## config.mk

```make
export PLATFORM = sky130hd
export DESIGN_NAME = controle_varredura_display
export DESIGN_NICKNAME = d
export VERILOG_FILES = /design/src/rtl/controle_varredura_display.sv
export SDC_FILE = /design/constraint.sdc
export NUM_CORES = 1
export LEC_CHECK = 0
export CAP_MARGIN = 10
export CELL_PAD_IN_SITES_DETAIL_PLACEMENT = 0
export CELL_PAD_IN_SITES_GLOBAL_PLACEMENT = 1
export CORE_ASPECT_RATIO = 0.9
export CORE_UTILIZATION = 44
export CTS_BUF_LIST = sky130_fd_sc_hd__clkbuf_2
export CTS_CLUSTER_DIAMETER = 100
export DETAILED_ROUTE_END_ITERATION = 16
export HOLD_SLACK_MARGIN = 0.06
export PLACE_DENSITY = 0.94
export SETUP_SLACK_MARGIN = 0.2
export SLEW_MARGIN = 20
export SYNTH_ARGS = -nofsm -noshare
export SYNTH_HDL_FRONTEND = slang
export SYNTH_SLANG_ARGS = --single-unit
```

## constraint.sdc

```tcl
create_clock -name clk -period 4 [get_ports clk]
set_clock_uncertainty 0.2 [all_clocks]
set_input_delay 1.2 -clock clk [delete_from_list [all_inputs] [get_ports clk]]
set_output_delay 1.2 -clock clk [all_outputs]
set_load 0.1 [all_outputs]
```

## src/rtl/controle_varredura_display.sv

```systemverilog
`default_nettype none
// ============================================================================
//  Module      : controle_varredura_display
//  Description : Scan controller for the two-digit scoreboard display.
//                Latches the BCD score once per frame, drives the nibble
//                multiplexer select (escolha) and the active-low digit
//                enables (anodo), with a blanking gap before each digit.
//
//  Ports       : clk        - system clock, rising edge
//                reset      - synchronous active-high reset
//                placar     - BCD score, [3:0] units, [7:4] tens
//                habilita   - scan enable, 0 = idle/dark
//                apaga_zero - blank tens digit when it is zero
//                N          - latched score for the multiplexer
//                escolha    - mux select, 0 = units, 1 = tens
//                anodo      - active-low enables, [0] units, [1] tens
//                quadro     - one-cycle pulse on the first cycle of a frame
//
//  Revision    : 1.0 - initial release
// ============================================================================
module controle_varredura_display #(
    parameter int DIV   = 50000,
    parameter int BLANK = 500
) (
    input  logic       clk,
    input  logic       reset,
    input  logic [7:0] placar,
    input  logic       habilita,
    input  logic       apaga_zero,
    output logic [7:0] N,
    output logic       escolha,
    output logic [1:0] anodo,
    output logic       quadro
);

    localparam int CW = (DIV > 1) ? $clog2(DIV) : 1;
    localparam logic [CW-1:0] C_BLANK_LAST = CW'(BLANK - 1);
    localparam logic [CW-1:0] C_SLOT_LAST  = CW'(DIV - 1);

    typedef enum logic [2:0] {
        S_IDLE    = 3'd0,
        S_BLANK_U = 3'd1,
        S_SHOW_U  = 3'd2,
        S_BLANK_T = 3'd3,
        S_SHOW_T  = 3'd4
    } state_t;

    state_t        r_state_q, w_state_d;
    logic [CW-1:0] r_cnt_q,   w_cnt_d;
    logic [7:0]    r_n_q,     w_n_d;
    logic          r_z_q,     w_z_d;

    always_ff @(posedge clk) begin
        if (reset) begin
            r_state_q <= S_IDLE;
            r_cnt_q   <= '0;
            r_n_q     <= 8'h00;
            r_z_q     <= 1'b0;
        end else begin
            r_state_q <= w_state_d;
            r_cnt_q   <= w_cnt_d;
            r_n_q     <= w_n_d;
            r_z_q     <= w_z_d;
        end
    end

    // Next-state logic. The counter runs straight through a BLANK/SHOW pair
    // and is only cleared on entry to a BLANK state (a new slot).
    always_comb begin
        w_state_d = r_state_q;
        w_cnt_d   = r_cnt_q + 1'b1;
        w_n_d     = r_n_q;
        w_z_d     = r_z_q;

        if (!habilita) begin
            w_state_d = S_IDLE;
            w_cnt_d   = '0;
        end else begin
            case (r_state_q)
                S_IDLE: begin
                    w_state_d = S_BLANK_U;
                    w_cnt_d   = '0;
                    w_n_d     = placar;
                    w_z_d     = apaga_zero;
                end
                S_BLANK_U: begin
                    if (r_cnt_q == C_BLANK_LAST) w_state_d = S_SHOW_U;
                end
                S_SHOW_U: begin
                    if (r_cnt_q == C_SLOT_LAST) begin
                        w_state_d = S_BLANK_T;
                        w_cnt_d   = '0;
                    end
                end
                S_BLANK_T: begin
                    if (r_cnt_q == C_BLANK_LAST) w_state_d = S_SHOW_T;
                end
                S_SHOW_T: begin
                    if (r_cnt_q == C_SLOT_LAST) begin
                        // Frame boundary: take one coherent sample of the score
                        w_state_d = S_BLANK_U;
                        w_cnt_d   = '0;
                        w_n_d     = placar;
                        w_z_d     = apaga_zero;
                    end
                end
                default: begin
                    w_state_d = S_IDLE;
                    w_cnt_d   = '0;
                end
            endcase
        end
    end

    // Moore outputs: registered state, counter and frame latch only.
    always_comb begin
        anodo   = 2'b11;
        escolha = 1'b0;
        quadro  = 1'b0;
        case (r_state_q)
            S_BLANK_U: quadro = (r_cnt_q == '0);
            S_SHOW_U:  anodo  = 2'b10;
            S_BLANK_T: escolha = 1'b1;
            S_SHOW_T: begin
                escolha = 1'b1;
                anodo   = (r_z_q && (r_n_q[7:4] == 4'h0)) ? 2'b11 : 2'b01;
            end
            default: ;
        endcase
    end

    assign N = r_n_q;

endmodule
`default_nettype wire

```

* After elaboration in Yosys (flattened, before gate mapping) *
Index checks and enable logic that the tools add are counted.

storage, ports and cells
  register bits after elaboration = 28
  input bits = 12
  output and inout bits = 12

operators by class
  bitwise logic cells = 1
  mux-type cells = 15
  reductions and logical operators = 11
  equality and inequality tests = 10
  add/sub/neg operators = 1

operators with widths
  kind                     count
  $pmux W16 S2             1
  $add A16 B1 Y16 const B  1
  $eq A16 B16 Y1 const B   1
  $eq A16 B9 Y1 const B    1
  $logic_not A16 Y1        1
  $mux W16                 1
  $pmux W8 S2              1
  $pmux W3 S5              1
  $mux W3                  4
  $mux W8                  1
  $ne A2 B2 Y1 const B     4
  $reduce_or A2 Y1         4
  $eq A3 B2 Y1 const B     2
  $logic_not A4 Y1         1
  $pmux W2 S2              1
  $reduce_and A4 Y1        1
  $eq A3 B1 Y1 const B     1
  $eq A3 B3 Y1 const B     1
  $logic_not A3 Y1         1
  $mux W1                  3
  $reduce_and A3 Y1        1
  $mux W2                  1
  $pmux W1 S2              1
  $reduce_bool A2 Y1       1
  2 further kinds          2

* Logic depth before layout (Yosys ltp) *
Gate-level depths: netlist of run 1.

  depth after elaboration = 4
  gate-level depth with buffers = 6
  depth with buffers taken out = 5

* Worst setup path before layout of run 1 *
OpenSTA, ideal clock, no wires.

  kind = register -> output
  from = register r_cnt_q[10]
  to = output quadro
  arrival time = 3.705 ns
  path slack = -1.105 ns
  data required time = 2.600 ns
  stages on the path, launching flop included = 4
  path through = dfxtp_1 nor4_4 nand3_1 nor4_1

between the ends
  cells in the longest elaborated chain, start to end = 2

ends and longest elaborated chain
  what                    line  source
  start, declared         49    logic [CW-1:0] r_cnt_q, w_cnt_d;
  start signal, assigned  61    r_cnt_q <= w_cnt_d;
  $logic_not A16 Y1       121   S_BLANK_U: quadro = (r_cnt_q == '0);
  $mux W1                 120   case (r_state_q)
  end, declared           33    output logic quadro

No other way between the ends.

* Worst setup path after layout of run 1 *
  from = register r_cnt_q[13]
  to = output quadro

The elaborated chain is that of the path after synthesis.

==> run_results.csv, run 1 <==
group,metric,value,unit
timing,setup_viol,0,
cts,cts.sinks,28,
setup_path,rr_endpoint,"r_cnt_q[11]",
cts,cts_tree,"done",
setup_path,rrSetupSlack,1.79,ns
synth,ys_seq_area_share,39.3,%
routing,vias,1169,
cts,cts-root-buf,"clkbuf_2",
power_and_ir_drop,pwr-share-comb,19.0,%
floorplan,ios,24,
power_and_ir_drop,p_per_area,291,nW/um2
timing,hold_viol,0,
setup_path,path_cells,"nor4_4 > nand3_1 > nor4_4 > buf_4",
timing,layout_setup_ws,0.591,ns
synth,synth.distinct_cells,35,
placed_design,numPortBuffers,23,
timing,slew_viol_final,0,
setup_path,start_kind,"flip-flop",
cts,post_cts_buffers,0,
power_and_ir_drop,power_frac_seq,59.9,%
global_route,grt_util_met2,28.7,%
cts,clk_path_buf_depth,2,
floorplan,die_h,56.0,um
timing,tightest_slew,0.712,ns
synth,netlist_instances,165,
routing,drc,0,
timing,maxSlewHeadroom,52.5,%
timing,period_needed,3.41,ns
synth,ys_async_sr_fraction,0,%
setup_path,cp_max_fo,6,
global_route,overflow,0,
power_and_ir_drop,pwr-share-clk,21.2,%
synth,avgSynthCellArea,8.64,um2
setup_path,cp_common_cell,"nor4_4",
cts,clk_latency,0.37,ns
routing,viasPerCell,5.15,
power_and_ir_drop,switching_share,30.7,%
layout,final_cell_mix,"28 x dfxtp_1, 20 x nor2_1, 19 x nand2b_1",
layout,fin_area,1680,um2
layout,finalNetCount,201,
synth,synth_warnings,0,
timing,fmax,0.293,GHz
global_route,grt_pass1_wl,4.53,mm
routing,wl_per_cell,12.5,um
floorplan,fp-row-count,19,
setup_path,endpoint_kind,"output port",
power_and_ir_drop,p_sw,0.000150,W
status,status,"finished, final reports clean",
floorplan,die_x,62.0,um
layout,nFillCells,287,
layout,diodes,0,
global_route,antenna_found_initial,0,
hold_path,worstHoldPathCells,2,
floorplan,start_util,46.5,%
setup_path,crit_required,2.60,ns
power_and_ir_drop,p_int,0.000338,W
global_route,track_usage,17.3,%
setup_path,worstSetupPathType,"reg2out",
hold_path,hp-start,"N[2]",
setup_path,ff2ff_path_depth,5,
routing,dr.pass1.iters,4,
layout,drive_gt1_share,11.9,%
power_and_ir_drop,vdd_drop_max,0.143,mV
setup_path,crit_arrival,2.01,ns
timing,rsz0062_at_grt,"false",
cts,path_clk_slew,0.24,ns
routing,detail-route-antenna-nets,0,
synth,ys_seq_elements,28,
cts,post_cts_resized,0,
setup_path,worst_path_max_delay_cell,"nor4_4",
placed_design,dpl-instance-area,1660,um2
global_route,grt_most_used_layer,"met2",
timing,final.setup.tns,0,ns
run,max-cap-violations,0,
hold_path,worst_hold_path_type,"reg2reg",
global_route,grt_max_degree,20,
floorplan,die_area,3470,um2
layout,areaGrowthSynthToFinish,17.8,%
synth,syn_nets,179,
cts,numCtsBuffers,3,
placed_design,dp_hpwl,2.16,mm
setup_path,timing.rr.start,"r_cnt_q[0]",
setup_path,slowest_delay,0.46,ns
routing,drt_iter0_markers,63,
layout,final_common_cell,"dfxtp_1",
cts,ctsHoldBuffers,0,
global_route,met3_usage,4.88,%
synth,syn_area,1430,um2
placed_design,pre_cts_ws,0.648,ns
power_and_ir_drop,p_leak,0.612,nW
hold_path,hold_end,"N[2]",
global_route,grt_pass1_vias,1054,
timing,period_share,85.2,%
placed_design,globalplace.congestion,0.801,
routing,routed_wirelength,2.84,mm
synth,ys.flop_type,"dfxtp_1",
cts,h-tree-depth,1,
global_route,use_met1,22.3,%
floorplan,core,3070,um2
synth,synth_enable_flop_cells,0,
-- cell families (layout without fill, tap and decap cells) --
group,after synthesis,after routing,share of synthesized area [%]
AND/OR/NAND/NOR,86,86,33.8
flip-flops,28,28,39.3
buffers and inverters,15,35,4.65
XOR/XNOR,14,14,8.60
AO/OA/AOI/OAI,11,11,5.53
multiplexers,9,9,6.32
adder cells (fa/ha/maj),2,2,1.76
-- state kept, by name (all words and copies together) (netlist names) --
| register | flops |
|---|---|
| N | 8 |
| r_cnt_q | 16 |
| r_state_q | 3 |
| r_z_q | 1 |
-- synth_stat cells, types with 2 or more instances --
library cell,count,area (um2)
inv_1,8,30.0
nor3_1,6,30.0
nand4_1,4,25.0
nor2_1,20,75.1
mux2i_1,9,90.1
o21ai_0,2,10.0
a21oi_1,2,10.0
nand2_1,9,33.8
xor2_1,2,17.5
xnor2_1,12,105
clkbuf_1,4,15.0
dfxtp_1,28,561
nor4_1,6,37.5
and4_1,3,26.3
nand2b_1,19,119
ha_1,2,25.0
nand3_1,11,55.1
-- area by class of cell --
type / instances / area, um2 / area share (%)
multi-input cells: 122 / 813 / 48.4
flip-flops and latches: 28 / 561 / 33.4
inverters: 8 / 30.0 / 1.79
repair buffers: 24 / 208 / 12.4
well taps: 42 / 52.6 / 3.13
clock buffers: 3 / 15.0 / 0.894
-- metal layers --
| metal | share of wire (%) | routed length, um |
|---|---|---|
| met1 | 47 | 1350 |
| met2 | 48 | 1370 |
| met3 | 4.1 | 117 |
| met4 | 0.46 | 13 |
| met5 | 0 | 0 |
-- worst max-delay path: cells and delay by family, from the launching register on --
family | cells | cell delay (ns)
DFF | 1 | 0.43
and+or+nand+nor | 3 | 0.90
buffers and inverters | 1 | 0.33
-- power groups by stage --
stage	combinational [W]	clock [W]	sequential, W
floorplan	0.0000304	0	0.000335
global placement	0.0000918	0	0.000297
global route	0.0000968	0.000117	0.000293
finish	0.0000925	0.000103	0.000292
detailed placement	0.0000930	0	0.000297
CTS	0.0000931	0.000107	0.000292
-- metrics by stage --
stage          util (%)  power [W]  hold WS (ns)  instances
3_3_place_gp       54.3   0.000389         0.260        224
2_1_floorplan         -   0.000365         0.242        165
3_5_place_dp       54.3   0.000390         0.271        224
5_1_grt            54.8   0.000507         0.314        227
6_report           54.8   0.000488         0.292        227
4_1_cts            54.8   0.000493         0.303        227
-- how the worst max path moves through the flow --
stage	end	slack, ns	start
after floorplan	quadro	0.65	r_cnt_q[10]
after global placement	r_cnt_q[13]	0.72	reset
after detailed placement	r_cnt_q[6]	0.65	reset
after CTS	quadro	0.56	r_cnt_q[13]
after global routing	quadro	0.45	r_cnt_q[10]
final	quadro	0.59	r_cnt_q[13]
No activity file was read; power rests on OpenSTA's default activity.
==> run 2, diff against run 1 <==
CORE_UTILIZATION = 41   (was 44)
PLACE_DENSITY = 0.89   (was 0.94)
clock period = 3.7 ns   (was 4 ns; I/O delays follow)
==> run_results.csv, run 2 (synthesized netlist as in run 1, its figures left out) <==
group,metric,value,unit
cts,clk_path_buf_depth,2,
setup_path,crit_arrival,2.00,ns
routing,dr.pass1.iters,4,
setup_path,endpoint_kind,"output port",
layout,drive_gt1_share,12.4,%
setup_path,ff2ff_path_depth,6,
setup_path,cp_max_fo,6,
setup_path,rr_endpoint,"N[7]",
setup_path,crit_required,2.39,ns
status,status,"finished, final reports clean",
routing,wl_per_cell,12.5,um
timing,setup_viol,0,
setup_path,path_cells,"nor4_4 > nand3_1 > nor4_4 > buf_4",
timing,maxSlewHeadroom,68.7,%
cts,cts-root-buf,"clkbuf_2",
global_route,antenna_found_initial,0,
cts,cts.sinks,28,
setup_path,rrSetupSlack,1.75,ns
layout,final_cell_mix,"28 x dfxtp_1, 20 x nor2_1, 19 x nand2b_1",
layout,diodes,0,
setup_path,startpoint,"r_cnt_q[10]",
floorplan,die_h,57.9,um
setup_path,worstSetupPathType,"reg2out",
routing,drc,0,
layout,regMostFlops,"r_cnt_q",
timing,final.setup.tns,0,ns
cts,cts_tree,"done",
timing,tightest_slew,0.466,ns
global_route,grt_pass1_vias,1075,
cts,path_clk_slew,0.25,ns
setup_path,slowest_delay,0.46,ns
hold_path,worst_hold_path_type,"reg2reg",
layout,nFillCells,317,
routing,vias,1176,
timing,period_share,89.5,%
placed_design,dp_hpwl,2.16,mm
power_and_ir_drop,p_leak,0.616,nW
layout,multi_input_area,813,um2
floorplan,core,3190,um2
timing,holdWs,0.293,ns
setup_path,path_depth,4,
layout,areaGrowthSynthToFinish,18.3,%
routing,drt_iter0_markers,119,
routing,viasPerCell,5.16,
cts,ctsHoldBuffers,0,
routing,detail-route-antenna-nets,0,
floorplan,ios,24,
layout,finalNetCount,202,
placed_design,numPortBuffers,23,
power_and_ir_drop,vdd_drop_max,0.193,mV
floorplan,die_x,64.1,um
timing,period_needed,3.31,ns
floorplan,die_area,3720,um2
cts,h-tree-depth,1,
global_route,grt_pass1_wl,4.85,mm
setup_path,crit_buf_inv,1,
timing,fmax,0.302,GHz
setup_path,endpoint,"quadro",
cts,post_cts_buffers,0,
cts,post_cts_resized,0,
setup_path,worst_path_max_delay_cell,"nor4_4",
setup_path,cp_common_cell,"nor4_4",
layout,largest_register_ffs,16,
setup_path,start_kind,"flip-flop",
run,max-cap-violations,0,
cts,clk_latency,0.36,ns
floorplan,fp-row-count,19,
routing,routed_wirelength,2.85,mm
global_route,overflow,0,
global_route,grt_max_degree,20,
floorplan,start_util,44.7,%
timing,rsz0062_at_grt,"false",
timing,hold_viol,0,
setup_path,timing.rr.start,"r_cnt_q[0]",
setup_path,critical_path.top_delay_family,"simple AND/OR/NAND/NOR gates",
timing,slew_viol_final,0,
layout,ff_latch_area,561,um2
power_and_ir_drop,p_per_area,310,nW/um2
global_route,track_usage,16.9,%
placed_design,globalplace.congestion,0.840,
cts,numCtsBuffers,3,
layout,final_common_cell,"dfxtp_1",
[run 2: worst register-to-register path, delay by kind of cell (launching register included)]
kind | cells | cell delay (ns)
multiplexers | 1 | 0.23
AO/OA/AOI/OAI | 1 | 0.17
flip-flops | 1 | 0.44
adder cells (fa/ha/maj) | 1 | 0.26
buffers and inverters | 1 | 0.23
AND/OR/NAND/NOR | 2 | 0.38
[run 2: per-stage QoR]
stage	power [W]	instances	instance area, um2	utilization [%]	worst slack (ns)
finish	0.000523	228	1690	52.9	0.388
global route	0.000546	228	1690	52.9	0.231
CTS	0.000528	228	1690	52.9	0.361
detailed placement	0.000423	225	1670	52.5	0.697
global placement	0.000422	225	1670	52.5	0.807
floorplan	0.000395	165	1440	-	0.436
[run 2: cell type report]
| cell class | instances | share of cell area (%) |
|---|---|---|
| inverters | 8 | 1.78 |
| clock buffers | 3 | 0.890 |
| multi-input cells | 122 | 48.2 |
| repair buffers | 25 | 12.8 |
| well taps | 42 | 3.12 |
| flip-flops and latches | 28 | 33.2 |
[run 2: where the power goes]
part	switching [W]	internal, W
Combinational	0.0000674	0.0000336
Clock	0.0000842	0.0000220
Sequential	0.00000575	0.000310
Total	0.000157	0.000366
[run 2: how the worst min path moves through the flow]
stage,start,endpoint,cells after the start
finish,N[1],N[1],2
CTS,N[2],N[2],2
global placement,r_cnt_q[0],r_cnt_q[0],1
floorplan,r_cnt_q[0],r_cnt_q[0],1
global route,r_z_q,r_z_q,2
detailed placement,r_cnt_q[0],r_cnt_q[0],1
[run 2: layer usage]
metal | wire [um] | part of all wire (%) | global-route usage (%)
met5 | 0 | 0 | 0
met4 | 16 | 0.56 | 3.49
met3 | 99 | 3.5 | 4.92
met2 | 1330 | 47 | 26.4
met1 | 1400 | 49 | 23.2
